===== src/rtl/chart_pkg.sv =====
// Shared definitions for the 4-lane chart memory, used by both the recorder
// (writer) and the chart player (reader).
//   ADDR_WIDTH / DATA_WIDTH : chart RAM geometry (one bit per lane per row)
//   MAX_ADDR                : last writable row address
//   FIRST_ADDR              : first row of a chart; row 0 is never played
//   TICK_DIV                : clk cycles per row (100 MHz -> 10 ms rows)
//   state_t                 : recorder state encoding
package chart_pkg;

  localparam int ADDR_WIDTH = 11;
  localparam int DATA_WIDTH = 4;
  localparam int MAX_ADDR   = 2000;
  localparam int FIRST_ADDR = 1;
  localparam int TICK_DIV   = 1000000;

  typedef enum logic [1:0] {
    IDLE   = 2'd0,
    RECORD = 2'd1,
    DONE   = 2'd2
  } state_t;

endpackage


===== src/rtl/key_edge_sync.sv =====
// Per-lane key conditioning: 2-flop synchronizer followed by a rising-edge
// detector.
//   clk, rst : system clock, asynchronous active-high reset (clears all flops)
//   keys     : raw asynchronous lane keys, 1 = pressed
//   onset    : one-cycle pulse per lane on a synchronized 0->1 transition;
//              valid two cycles after the key change, so the consumer
//              registers it on the third edge
module key_edge_sync #(
  parameter int WIDTH = 4
) (
  input  logic             clk,
  input  logic             rst,
  input  logic [WIDTH-1:0] keys,
  output logic [WIDTH-1:0] onset
);

  logic [WIDTH-1:0] sync1;
  logic [WIDTH-1:0] sync2;
  logic [WIDTH-1:0] prev;

  always_ff @(posedge clk or posedge rst) begin
    if (rst) begin
      sync1 <= '0;
      sync2 <= '0;
      prev  <= '0;
    end else begin
      sync1 <= keys;
      sync2 <= sync1;
      prev  <= sync2;
    end
  end

  assign onset = sync2 & ~prev;

endmodule


===== src/rtl/chart_recorder.sv =====
// Chart recorder: records live key onsets into port A of the chart RAM, one
// row per tick starting at FIRST_ADDR, in the format the chart player reads.
//   clk, rst   : system clock, asynchronous active-high reset
//   start      : pulse; begin a new recording at FIRST_ADDR (also restarts)
//   stop       : pulse; end recording, partial row discarded
//   keys       : raw asynchronous lane keys
//   ena, wea   : RAM port enable / write enable, one-cycle pulse per row
//   addra      : RAM write address (holds between writes)
//   dina       : RAM write data, lane onset bits of the row
//   recording  : high while recording
//   done       : high once a recording has ended
//   length     : rows written in the current or last recording
module chart_recorder #(
  parameter int ADDR_WIDTH = chart_pkg::ADDR_WIDTH,
  parameter int DATA_WIDTH = chart_pkg::DATA_WIDTH,
  parameter int MAX_ADDR   = chart_pkg::MAX_ADDR,
  parameter int TICK_DIV   = chart_pkg::TICK_DIV
) (
  input  logic                  clk,
  input  logic                  rst,
  input  logic                  start,
  input  logic                  stop,
  input  logic [DATA_WIDTH-1:0] keys,
  output logic                  ena,
  output logic                  wea,
  output logic [ADDR_WIDTH-1:0] addra,
  output logic [DATA_WIDTH-1:0] dina,
  output logic                  recording,
  output logic                  done,
  output logic [ADDR_WIDTH-1:0] length
);

  import chart_pkg::*;

  localparam int                  CNT_W      = (TICK_DIV > 1) ? $clog2(TICK_DIV) : 1;
  localparam logic [CNT_W-1:0]      TICK_LAST  = CNT_W'(TICK_DIV - 1);
  localparam logic [ADDR_WIDTH-1:0] ADDR_FIRST = ADDR_WIDTH'(FIRST_ADDR);
  localparam logic [ADDR_WIDTH-1:0] ADDR_LAST  = ADDR_WIDTH'(MAX_ADDR);

  state_t                state;
  state_t                state_nxt;
  logic [CNT_W-1:0]      tick_cnt;
  logic [ADDR_WIDTH-1:0] wr_addr;
  logic [DATA_WIDTH-1:0] acc;
  logic [DATA_WIDTH-1:0] onset;
  logic                  tick;
  logic                  wr_row;

  key_edge_sync #(
    .WIDTH (DATA_WIDTH)
  ) u_keys (
    .clk   (clk),
    .rst   (rst),
    .keys  (keys),
    .onset (onset)
  );

  // Last cycle of a row. A start on this cycle wins and the row is dropped;
  // a stop on this cycle still lets the row be written.
  assign tick   = (state == RECORD) && (tick_cnt == TICK_LAST);
  assign wr_row = tick && !start;

  always_ff @(posedge clk or posedge rst) begin
    if (rst) begin
      state <= IDLE;
    end else begin
      state <= state_nxt;
    end
  end

  always_comb begin
    state_nxt = state;
    case (state)
      IDLE, DONE: begin
        if (start) begin
          state_nxt = RECORD;
        end
      end
      RECORD: begin
        if (start) begin
          state_nxt = RECORD;
        end else if (stop) begin
          state_nxt = DONE;
        end else if (tick && (wr_addr == ADDR_LAST)) begin
          state_nxt = DONE;
        end
      end
      default: state_nxt = IDLE;
    endcase
  end

  always_comb begin
    recording = (state == RECORD);
    done      = (state == DONE);
  end

  // Datapath. The onset arriving on the tick cycle is OR-ed straight into
  // the written row rather than into the accumulator being cleared.
  always_ff @(posedge clk or posedge rst) begin
    if (rst) begin
      tick_cnt <= '0;
      wr_addr  <= '0;
      acc      <= '0;
      length   <= '0;
      wea      <= 1'b0;
      addra    <= '0;
      dina     <= '0;
    end else begin
      wea <= wr_row;
      if (start) begin
        tick_cnt <= '0;
        wr_addr  <= ADDR_FIRST;
        acc      <= '0;
        length   <= '0;
      end else if (state == RECORD) begin
        if (tick) begin
          tick_cnt <= '0;
          addra    <= wr_addr;
          dina     <= acc | onset;
          acc      <= '0;
          wr_addr  <= wr_addr + 1'b1;
          length   <= length + 1'b1;
        end else begin
          tick_cnt <= tick_cnt + 1'b1;
          acc      <= acc | onset;
        end
      end
    end
  end

  assign ena = wea;

endmodule


===== config.mk =====
export PLATFORM = sky130hd
export DESIGN_NAME = chart_recorder
export DESIGN_NICKNAME = d
export VERILOG_FILES = /design/src/rtl/chart_pkg.sv /design/src/rtl/key_edge_sync.sv /design/src/rtl/chart_recorder.sv
export SDC_FILE = /design/constraint.sdc
export NUM_CORES = 1
export LEC_CHECK = 0
export BUFFER_PORTS_ARGS = -buffer_cell sky130_fd_sc_hd__buf_2
export CORE_MARGIN = 3
export CORE_UTILIZATION = 55
export CTS_CLUSTER_DIAMETER = 100
export DETAILED_ROUTE_END_ITERATION = 10
export HOLD_SLACK_MARGIN = 0.08
export MAX_ROUTING_LAYER = met4
export PLACE_DENSITY = 0.82
export SLEW_MARGIN = 20
export SYNTH_ARGS = -nofsm -noshare
export SYNTH_HDL_FRONTEND = slang
export SYNTH_SLANG_ARGS = --single-unit

===== constraint.sdc =====
create_clock -name clk -period 3.3 [get_ports clk]
set_input_delay 0.66 -clock clk [delete_from_list [all_inputs] [get_ports clk]]
set_output_delay 0.66 -clock clk [all_outputs]
set_load 0.03 [all_outputs]

* After elaboration in Yosys (flattened, before gate mapping)
Index checks and enable logic that the tools add are counted.
** Storage, ports and cells
- Bits in registers :: 76
- Bits of input ports :: 8
- Output and inout port bits :: 30
- Word-level logic and storage cells :: 52
** Operators by class
- $add $sub $neg :: 3
- Equal/unequal tests :: 6
- Muxes and demuxes :: 17
- Bitwise gates (word level) :: 4
- Reduce and logical (&&, ||, !) cells :: 11
** Operators by type and width (count)
- $mux W11 :: 6
- $mux W20 :: 3
- $add A11 B1 Y11 const B :: 2
- $add A20 B1 Y20 const B :: 1
- $eq A20 B20 Y1 const B :: 1
- $mux W4 :: 3
- $eq A11 B11 Y1 const B :: 1
- $mux W2 :: 4
- $and A4 B4 Y4 :: 1
- $ne A4 B3 Y1 const B :: 1
- $not A4 Y4 :: 1
- $or A4 B4 Y4 :: 1
- $pmux W2 S2 :: 1
- $reduce_and A2 Y1 :: 2
- $reduce_bool A2 Y1 :: 2
- $logic_and A1 B1 Y1 :: 3
- $reduce_and A3 Y1 :: 1
- $eq A2 B1 Y1 const B :: 1
- $eq A2 B2 Y1 const B :: 1
- $logic_not A2 Y1 :: 1
- $ne A2 B2 Y1 const B :: 1
- $reduce_or A2 Y1 :: 1
- $logic_not A1 Y1 :: 1
- $not A1 Y1 :: 1

* Depth between registers and ports, before layout
- Depth in word-level cells :: 7
- Gate-level depth with buffers :: 7
- Depth with buffers taken out :: 6

* Cells and area by module
Synthesis repeated with hierarchy kept, for this count alone.
** Unflattened totals
- Cells, all modules :: 326
- Area, all modules :: 3457.1 um^2
** By module, submodules not included
- chart_recorder :: times used 1, cells each 309, area an instance 3098.0 um^2, sequential area each 1601.5 um^2
- key_edge_sync :: times used 1, cells each 17, area an instance 359.1 um^2, sequential area each 300.3 um^2

* Worst setup path after synthesis
No wires, ideal clock.
- Path kind :: reg2reg
- Start point :: register tick_cnt[15]
- End point :: register addra[0]
- Library setup time :: 0.128 ns
- Data arrival time :: 1.818 ns
- Required time :: 3.172 ns
- Slack :: 1.354 ns
- Cell stages (with the launch flop) :: 6
- Path buffers :: 1
- Period minus slack after synthesis :: 1.946 ns
- Cells stage by stage :: dfrtp_1 > or3b_1 > or4_1 > nor3_2 > buf_4 > mux2_1
** Between the ends
- Cells in the longest elaborated chain, start to end :: 3
** Ends and longest elaborated chain
- from (decl) :: line chart_recorder.sv:42 : logic [CNT_W-1:0] tick_cnt;
- from (signal assigned) :: line chart_recorder.sv:124 : tick_cnt <= tick_cnt + 1'b1;
- $eq A20 B20 Y1 :: line chart_recorder.sv:60 : assign tick = (state == RECORD) && (tick_cnt == TICK_LAST);
- $logic_and A1 B1 Y1 :: line chart_recorder.sv:60
- $reduce_and A3 Y1 (no source line)
- to (signal assigned) :: line chart_recorder.sv:118 : addra <= wr_addr;
- to (decl) :: line chart_recorder.sv:26 : output logic [ADDR_WIDTH-1:0] addra,
No other way between the ends.
A chain may end at the register's enable or synchronous reset.

* Worst setup path after layout
- Start point :: register tick_cnt[0]
- End point :: register addra[3]
Same word-level chain as after synthesis.

==> impl_results.md <==
* Setup Viol. Count Final at 0
* Crit path max-delay cell type: or4_1
* Hold-fix buffers at CTS at 0
* PD cells at 436 mW/mm2
* Period utilisation layout at 0.756
* Synth cell types at 45
* Reg-to-Reg End: addra[3]
* N_diodes at 0
* Initial DRT Pass Iterations at 4
* Wire per inst at between 15 and 20 um
* Initial antenna violation count at 0
* Startpoint Class: register
* Worst hold endpoint: u_keys.sync2[3]
* Crit path arrival time at about 2.7 ns
* Layout area overhead at 13.1%
* Post-CTS Setup Inserts at 0
* Worst Path Required at 3.54 ns
* Simple-Gate Fraction of Synth Area at 0.234
* Synth Area per Inst at approximately 11 um2
* Max-cap viol count at 0
* XOR/XNOR Fraction of Synth Area at 0.0732
* RSZ-0062 raised after global routing: false
* DRC violations left at 0
* Largest family of logic cells by synthesized area: simple AND/OR/NAND/NOR gates
* Slowest Stage Delay on Critical Path at between 0.5 and 0.6 ns
* Worst reg2reg path depth at 6
* Status: completed
* Tmin final at 2.49 ns
* F_max at around 400 MHz
* Register area share after synthesis at 0.548
* I/O pin cnt at 38
* Synth Instances at 330
* Critical path type: reg -> reg
* Routed wire length at approximately 7 mm
* Asr flop ratio synth at 1.00
* GPL Wtd Cong at slightly above 0.9
* Yosys warning total at 0
* CTS tree: yes
* 1st-iter DRT viols at 118
* # rows at 28
* CP delay by family, top: simple AND/OR/NAND/NOR gates
* R2r setup slk at 0.81 ns
* Min-Delay Path Depth at 0
* Die Width at 85.5 um
* Setup TNS at 0 ns
* Leak Pwr at 1.80 nW
* Chip height at 85.5 um
* Clock Tree Root: clkbuf_8
* Worst hold start: u_keys.sync1[3]
* Worst-path clk slew at ~0.080 ns
* GR Util All Layers at 0.218
* Final Slew Violations at 0
* Worst-Margin Slew at ~0.81 ns
* Kind of end point of the critical path: register
* Post-Syn Area at 0.00347 mm2
* #FFs+latches synth at 76
* Initial core utilization at 0.576
* Worst-skew pair later-pin latency at 0.36 ns
* Peak supply drop at 0.333 mV
* CTS max path bufs at 2
* Slew headroom at 0.461
* Vias at 2603
* Number of global-route vias before repair at 2616
* Layout net count at 384
* Core ar. at 0.00603 mm2
* Mux share of post-synthesis cell area at 0.0422
* CP max FO at 12
* Min Hold Slack at 0.356 ns
* Largest net degree at the start of global routing at 40
* Skew final at between 0.007 and 0.008 ns
* Sink Count at 76
* R2R Path Start: tick_cnt[0]
* Number of hold violations in the final report at 0
* IO Port Bufs at 37
* Post-Synth Adder-Cell Area at 0.0144
* Compound-cell area share of the yosys netlist at 0.0609
* Post-synth EDFFs at 0
* Critical path cell sequence: ha_1 > nand4b_1 > or4_1 > nor3_2 > buf_4 > mux2_1
* Total CTS buffers at 9
* Die area at 0.00730 mm2
* Global-route wire length before repair at 12.2 mm
* Primary FF master, synth: dfrtp_1
* Class of the worst hold path: reg -> reg
* CTS H-Tree Depth at 3
* Post-CTS Resized at 0
* Antenna Violating Nets Remaining at 0
* Via density at 5.76
* Total gr overflow at 0
* Mapped Nets at roughly 340
* Layout cell share with drive strength beyond 1 at 0.188
* CP Buf/Inv Count at 1
* DP HPWL at 4.88 mm
-- synth_stat cells, types with 3 or more instances --
| library cell | n | share of area |
|---|---|---|
| inv_1 | 12 | 0.013 |
| nand2_1 | 24 | 0.026 |
| dfrtp_1 | 76 | 0.55 |
| ha_1 | 4 | 0.014 |
| or3_1 | 4 | 0.0072 |
| a31oi_1 | 4 | 0.0072 |
| o21ai_0 | 5 | 0.0072 |
| nor2_1 | 48 | 0.052 |
| nand3_1 | 18 | 0.026 |
| nand4_1 | 9 | 0.016 |
| or4_1 | 4 | 0.0086 |
| and3_1 | 4 | 0.0072 |
| xnor2_1 | 18 | 0.045 |
| xor2_1 | 11 | 0.028 |
| nor3_1 | 5 | 0.0072 |
| clkbuf_1 | 7 | 0.0076 |
| nor2b_1 | 3 | 0.0054 |
| a21oi_1 | 22 | 0.032 |
| and4_1 | 4 | 0.010 |
| nor4_1 | 6 | 0.011 |
| buf_4 | 3 | 0.0065 |
| mux2_1 | 11 | 0.036 |
-- how the worst max path moves through the flow --
stage           startpoint       end  slack, ns  cells past startpoint
3_5_place_dp      state[1]  addra[3]       0.82                      6
2_1_floorplan          rst    acc[0]       0.70                      1
6_report       tick_cnt[0]  addra[3]       0.81                      6
4_1_cts        tick_cnt[0]  addra[3]       0.80                      6
5_1_grt        tick_cnt[0]  addra[5]       0.62                      6
3_3_place_gp      state[1]  addra[3]       0.90                      6
-- sequential cells by signal (all words and copies together) (netlist names) --
register      flops
tick_cnt         20
addra            11
state             2
wr_addr          11
dina              4
length           11
u_keys.prev       4
u_keys.sync2      4
ena               1
acc               4
u_keys.sync1      4
-- kinds of logic (layout without fill, tap and decap cells) --
| group | count (synthesis) | after routing |
|---|---|---|
| AND/OR/NAND/NOR | 148 | 148 |
| flip-flops | 76 | 76 |
| AO/OA/AOI/OAI | 37 | 37 |
| XOR/XNOR | 29 | 29 |
| buffers and inverters | 23 | 70 |
| multiplexers | 13 | 13 |
| adder cells (fa/ha/maj) | 4 | 4 |
-- power breakdown --
| group | internal [mW] | switching, mW |
|---|---|---|
| clock | 0.284 | 0.374 |
| sequential | 0.949 | 0.0123 |
| combinational | 0.0263 | 0.0667 |
| total | 1.26 | 0.453 |
-- cells in the final DEF (no fill, tap or decap), types with 5 or more instances in the layout --
master,Yosys,final
dfrtp_1,76,76
nor2_1,48,48
buf_2,0,37
nand2_1,24,24
a21oi_1,22,22
nand3_1,18,18
xnor2_1,18,18
mux2_1,11,11
inv_1,12,11
xor2_1,11,11
nand4_1,9,9
clkbuf_8,0,9
nor4_1,6,6
o21ai_0,5,5
nor3_1,5,5
-- cell type report --
cell class	count	area, um2
Multi-Input combinational cell	231	1470
Fill cell	487	2100
Clock inverter	7	58.8
Clock buffer	9	124
Sequential cell	76	1900
Inverter	13	48.8
Tap cell	75	93.8
Timing Repair Buffer	41	228
-- through the flow --
stage / std cells / cell area, um2 / worst slack [ns] / power [mW] / utilization
after global routing: 452 / 3930 / 0.625 / 1.79 / 0.652
after global placement: 436 / 3740 / 0.905 / 1.07 / 0.621
after floorplan: 330 / 3470 / 0.702 / 1.04 / -
after CTS: 452 / 3930 / 0.804 / 1.73 / 0.652
final: 452 / 3930 / 0.805 / 1.71 / 0.652
after detailed placement: 436 / 3740 / 0.815 / 1.07 / 0.621
-- per-layer routing --
metal / track usage / share of wire
met1: 0.280 / 0.44
met3: 0.0515 / 0.056
met4: 0.0777 / 0.014
met2: 0.340 / 0.49
met5: - / 0
Note: power is estimated with default switching activity, not from simulation.
